<file path="src/rtl/receive.sv">
// ---------------------------------------------------------------------------
// receive -- RMII (2-bit, 50 MHz) game-state frame receiver
//
// Finds the preamble/SFD, rebuilds bytes from LSB-first dibits, filters on the
// destination MAC (broadcast or MY_MAC), checks the Ethernet CRC-32 and pulls
// the 40-bit game payload out of data bytes 14..18. A complete, addressed,
// CRC-clean frame of exactly FRAME_BYTES updates the payload outputs and pulses
// rx_valid; any other frame that got past a good SFD pulses rx_err.
//
// Ports
//   eth_clk       in   1   RMII reference clock (sole clock)
//   eth_rst       in   1   asynchronous active-low reset
//   eth_crsdv     in   1   RMII carrier-sense / data-valid
//   eth_rxd       in   2   RMII receive dibit
//   rx_player_x   out  11  remote player x
//   rx_player_y   out  11  remote player y
//   rx_direction  out  9   remote heading
//   rx_game_stat  out  3   remote game status
//   rx_valid      out  1   one-cycle pulse: payload outputs just updated
//   rx_err        out  1   one-cycle pulse: frame rejected after a good SFD
//   rx_crc_ok     out  1   CRC result of the last evaluated frame
// ---------------------------------------------------------------------------
module receive #(
  parameter logic [47:0] MY_MAC      = 48'h02_00_00_00_00_01,
  parameter int          FRAME_BYTES = 56,
  parameter int          MIN_PRE     = 8,
  parameter bit          CHECK_FCS   = 1'b1
) (
  input  logic        eth_clk,
  input  logic        eth_rst,
  input  logic        eth_crsdv,
  input  logic [1:0]  eth_rxd,
  output logic [10:0] rx_player_x,
  output logic [10:0] rx_player_y,
  output logic [8:0]  rx_direction,
  output logic [2:0]  rx_game_stat,
  output logic        rx_valid,
  output logic        rx_err,
  output logic        rx_crc_ok
);

  localparam logic [2:0] S_IDLE = 3'd0;
  localparam logic [2:0] S_PRE  = 3'd1;
  localparam logic [2:0] S_BODY = 3'd2;
  localparam logic [2:0] S_EVAL = 3'd3;
  localparam logic [2:0] S_DROP = 3'd4;

  localparam logic [7:0]  FB       = 8'(FRAME_BYTES);
  localparam logic [7:0]  FB_OVER  = 8'(FRAME_BYTES + 1);
  localparam logic [4:0]  MP       = 5'(MIN_PRE);
  localparam logic [31:0] CRC_POLY = 32'hEDB8_8320;
  // Residue left in an un-inverted CRC register after the FCS has been fed in.
  localparam logic [31:0] CRC_RES  = 32'hDEBB_20E3;

  logic [2:0]  state_reg;
  logic [4:0]  pre_cnt_reg;
  logic [1:0]  dibit_cnt_reg;
  logic [7:0]  byte_cnt_reg;
  logic [7:0]  byte_sr_reg;
  logic [47:0] dest_reg;
  logic [39:0] payload_reg;
  logic [31:0] crc_reg;

  logic [31:0] crc_half;
  logic [31:0] crc_next;
  logic [7:0]  full_byte;
  logic [7:0]  byte_cnt_next;
  logic        crc_ok;
  logic        addr_ok;
  logic        frame_good;

  // Two reflected CRC bit-steps per dibit, rxd[0] goes first on the wire.
  always_comb begin
    crc_half = (crc_reg[0] ^ eth_rxd[0]) ? ((crc_reg >> 1) ^ CRC_POLY) : (crc_reg >> 1);
    crc_next = (crc_half[0] ^ eth_rxd[1]) ? ((crc_half >> 1) ^ CRC_POLY) : (crc_half >> 1);
  end

  // Newest dibit lands in the top; on the 4th dibit the first one sits in bits[1:0].
  assign full_byte     = {eth_rxd, byte_sr_reg[7:2]};
  assign byte_cnt_next = byte_cnt_reg + 8'd1;

  assign crc_ok     = (crc_reg == CRC_RES);
  assign addr_ok    = (dest_reg == 48'hFFFF_FFFF_FFFF) || (dest_reg == MY_MAC);
  assign frame_good = (dibit_cnt_reg == 2'd0) && (byte_cnt_reg == FB) && addr_ok &&
                      (crc_ok || !CHECK_FCS);

  always_ff @(posedge eth_clk or negedge eth_rst) begin
    if (!eth_rst) begin
      state_reg     <= S_IDLE;
      pre_cnt_reg   <= '0;
      dibit_cnt_reg <= '0;
      byte_cnt_reg  <= '0;
      byte_sr_reg   <= '0;
      dest_reg      <= '0;
      payload_reg   <= '0;
      crc_reg       <= '0;
      rx_player_x   <= '0;
      rx_player_y   <= '0;
      rx_direction  <= '0;
      rx_game_stat  <= '0;
      rx_valid      <= 1'b0;
      rx_err        <= 1'b0;
      rx_crc_ok     <= 1'b0;
    end else begin
      rx_valid <= 1'b0;
      rx_err   <= 1'b0;
      case (state_reg)
        S_IDLE: begin
          if (eth_crsdv && eth_rxd == 2'b01) begin
            state_reg   <= S_PRE;
            pre_cnt_reg <= 5'd1;
          end
        end
        S_PRE: begin
          if (!eth_crsdv) begin
            state_reg <= S_IDLE;
          end else if (eth_rxd == 2'b01) begin
            if (pre_cnt_reg != 5'd31) pre_cnt_reg <= pre_cnt_reg + 5'd1;
          end else if (eth_rxd == 2'b11 && pre_cnt_reg >= MP) begin
            state_reg     <= S_BODY;
            dibit_cnt_reg <= '0;
            byte_cnt_reg  <= '0;
            crc_reg       <= 32'hFFFF_FFFF;
          end else begin
            // Short preamble or a bad dibit: line noise, not a frame.
            state_reg <= S_IDLE;
          end
        end
        S_BODY: begin
          if (!eth_crsdv) begin
            state_reg <= S_EVAL;
          end else begin
            crc_reg       <= crc_next;
            byte_sr_reg   <= full_byte;
            dibit_cnt_reg <= dibit_cnt_reg + 2'd1;
            if (dibit_cnt_reg == 2'd3) begin
              byte_cnt_reg <= byte_cnt_next;
              if (byte_cnt_reg < 8'd6)
                dest_reg <= {dest_reg[39:0], full_byte};
              if (byte_cnt_reg >= 8'd14 && byte_cnt_reg <= 8'd18)
                payload_reg <= {payload_reg[31:0], full_byte};
              if (byte_cnt_next == FB_OVER)
                state_reg <= S_DROP;
            end
          end
        end
        S_EVAL: begin
          state_reg <= S_IDLE;
          rx_crc_ok <= crc_ok;
          if (frame_good) begin
            rx_player_x  <= payload_reg[39:29];
            rx_player_y  <= payload_reg[27:17];
            rx_direction <= payload_reg[15:7];
            rx_game_stat <= payload_reg[3:1];
            rx_valid     <= 1'b1;
          end else begin
            rx_err <= 1'b1;
          end
        end
        S_DROP: begin
          if (!eth_crsdv) begin
            state_reg <= S_IDLE;
            rx_err    <= 1'b1;
          end
        end
        default: state_reg <= S_IDLE;
      endcase
    end
  end

endmodule

</file>
<file path="config.mk">
export PLATFORM = sky130hd
export DESIGN_NAME = receive
export DESIGN_NICKNAME = d
export VERILOG_FILES = /design/src/rtl/receive.sv
export SDC_FILE = /design/constraint.sdc
export NUM_CORES = 1
export LEC_CHECK = 0
export ABC_AREA = 1
export BUFFER_PORTS_ARGS = -buffer_cell sky130_fd_sc_hd__buf_2
export CAP_MARGIN = 20
export CORE_UTILIZATION = 50
export CTS_CLUSTER_SIZE = 25
export DETAILED_ROUTE_END_ITERATION = 16
export PLACE_DENSITY = 0.7
export SYNTH_ARGS = -nofsm -noshare
export SYNTH_HDL_FRONTEND = slang
export SYNTH_SLANG_ARGS = --single-unit
</file>
<file path="constraint.sdc">
create_clock -name eth_clk -period 2.9 [get_ports eth_clk]
set_clock_uncertainty 0.05 [all_clocks]
set_input_delay 0.87 -clock eth_clk [delete_from_list [all_inputs] [get_ports eth_clk]]
set_output_delay 0.87 -clock eth_clk [all_outputs]
set_load 0.005 [all_outputs]
</file>
==> metrics.yaml <==
cp_max_fo: 55
io_buffers: 41
synth_cell_types: 34
syn_nets: 983
cts_tree: "yes"
viasPerCell: 5.08
clk_latency_ns: 0.43
tns_ns: 0
dr.pass1.iters: 6
drive_above_1_share: 0.120
p_per_area_nw_per_um2: 703
place_area_um2: 8670
coreArea_um2: 16000
largest_reg_flops: 48
grt_pass1_wl_um: 28100
path_class: "register to register"
r2r_end: "payload_reg[28]"
num_io_pins: 42
grt_max_degree: 97
period_needed_ns: 2.24
cts.htree.levels: 4
status: "completed"
dieArea_um2: 17000
rr_startpoint: "state_reg[2]"
synthFlopType: "dfrtp_1"
synth.area.top_cells: "dfrtp_1 55%, nand2_1 12%, nor2_1 4.9%"
r2r_cells: 9
syn_area_per_cell_um2: 8.50
ys_async_sr_fraction: 1.00
worst_ep_arrival_time_ns: 2.50
grt_overflow: 0
routed_wl_um: 16300
cp-start-kind: "register"
antenna_found_initial: 0
hpwlAfterDp_um: 10600
cts.clk_slew.worst_paths_ns: 0.07
synth_top_area_frac: 0.549
cts-root-buf: "clkbuf_16"
ys_ff_latch: 181
synth_cells: 970
worstHoldPathType: "input port to async pin"
yosys.area.top_type: "dfrtp_1"
clock-sinks: 181
die_height_um: 130
ant_nets: 0
start_util: 0.515
grt_usage: 0.211
cts_setup_buffers: 0
regToRegSetupSlack_ns: 0.66
ir_drop_mv: 0.601
maxCapViolations: 0
numCtsBuffers: 17
yosysWarnings: 0
grt_pass1_vias: 5803
setup_viol_count_final: 0
final_area_um2: 9230
ys_seq_area_frac: 0.549
cp.required_ns: 3.16
report.final.slew_viol_count: 0
cts_hold_buf: 0
route.detailed.drc: 0
period_share: 0.774
synth-edff-count: 0
ctsLongestPathBuffers: 2
end_kind: "register"
worst_pin_slew_ns: 0.752
wl_per_cell_um: 13.3
die_w_um: 130
std_cell_rows: 46
syn_area_um2: 8240
diodes: 0
syn_to_final_growth_pct: 12.0
num_vias: 6239
first_iter_violations: 352
p_leak_nw: 4.49
finalHoldViolations: 0
maxSlewHeadroom: 0.498
crit_start: "state_reg[2]"
fin_nets: 1013
cts_resized: 0
rsz0062_at_grt: "no"
max_freq_mhz: 446
place.gp.congestion: 0.838
cell usage in the layout (no fill, tap or decap), types with 3 or more instances in the layout:
cell type  Yosys  final
buf_2         20     40
o21ai_0       42     42
nor2_2         3      3
o211ai_1       5      5
buf_12         0      5
nand2_1      268    268
clkbuf_16      0     17
nor2_1       107    107
nand3_1       13     13
inv_2          7      7
a21oi_1        8      8
a21oi_2       17     17
nor2_4         3      3
o21ai_1       75     75
nor3_1         6      6
inv_6          0      3
nand4_1       39     39
dfrtp_1      181    181
o22ai_1        5      5
a31oi_1       14     14
inv_1         99     99
xnor2_1        3      3
ha_1           8      8
buf_4          1      6
xor2_1        17     17
clkinv_4       0      6
per-stage QoR:
stage / cells / util / setup WS (ns) / hold WS [ns] / power (mW)
3_5_place_dp: 1197 / 0.542 / 0.316 / 0.403 / 4.36
2_1_floorplan: 970 / - / 0.800 / 0.403 / 4.00
5_1_grt: 1229 / 0.577 / 0.438 / 0.372 / 6.87
3_3_place_gp: 1197 / 0.542 / 0.378 / 0.400 / 4.33
4_1_cts: 1229 / 0.577 / 0.642 / 0.353 / 6.53
6_report: 1229 / 0.577 / 0.656 / 0.330 / 6.49
synth_stat cells (2+ instances only):
library cell  count
a31oi_1          14
clkbuf_1         15
a21oi_1           8
inv_1            99
o22ai_1           5
buf_2            20
o21ai_0          42
nand2_1         268
nor3_1            6
nand3_1          13
ha_1              8
xnor2_1           3
nand4_1          39
nor2_1          107
buf_6             3
inv_2             7
o21ai_1          75
nor2_2            3
nor2_4            3
xor2_1           17
dfrtp_1         181
a21oi_2          17
buf_1             2
o211ai_1          5
worst max path at each step:
stage,to,depth (start not counted)
detailed placement,payload_reg[28],9
global placement,payload_reg[34],9
global route,rx_player_x[0],10
finish,payload_reg[28],9
floorplan,dest_reg[11],10
CTS,payload_reg[9],9
logic make-up after synthesis:
kind of cell,after synthesis,synth area share
adders and majority gates,8,0.0121
buffers and inverters,148,0.0738
DFF,181,0.549
xor gates and xnor gates,20,0.0213
and+or+nand+nor,447,0.230
AOI/OAI and AO/OA,166,0.113
power by group:
group / switching [mW] / internal, mW
logic: 0.845 / 0.425
registers: 0.222 / 2.82
clock network: 1.02 / 1.16
total: 2.08 / 4.40
area by class of cell:
type	count	area, µm²
Clock inverter	12	98.8
Tap cell	216	270
Inverter	107	403
Sequential cell	181	4530
Multi-Input combinational cell	641	3110
Clock buffer	20	457
Timing Repair Buffer	52	357
Fill cell	1471	6770
metal layers:
layer,vias up,track usage,share of wire
met5,-,0,0
met4,0,0.0548,0.0092
met3,12,0.0501,0.037
met2,98,0.330,0.46
met1,2941,0.298,0.49
li1,3188,-,-
critical path, cell delays in order (launching register included):
cell and delay (ns):
dfrtp_1 0.44, nor2_4 0.16, nand2_4 0.16, nor2_8 0.23, nand2_2 0.10, clkinv_2 0.15
nand4_4 0.34, buf_12 0.32, nand2_1 0.08, o21ai_1 0.06
Power figures use the tool's default switching activity.
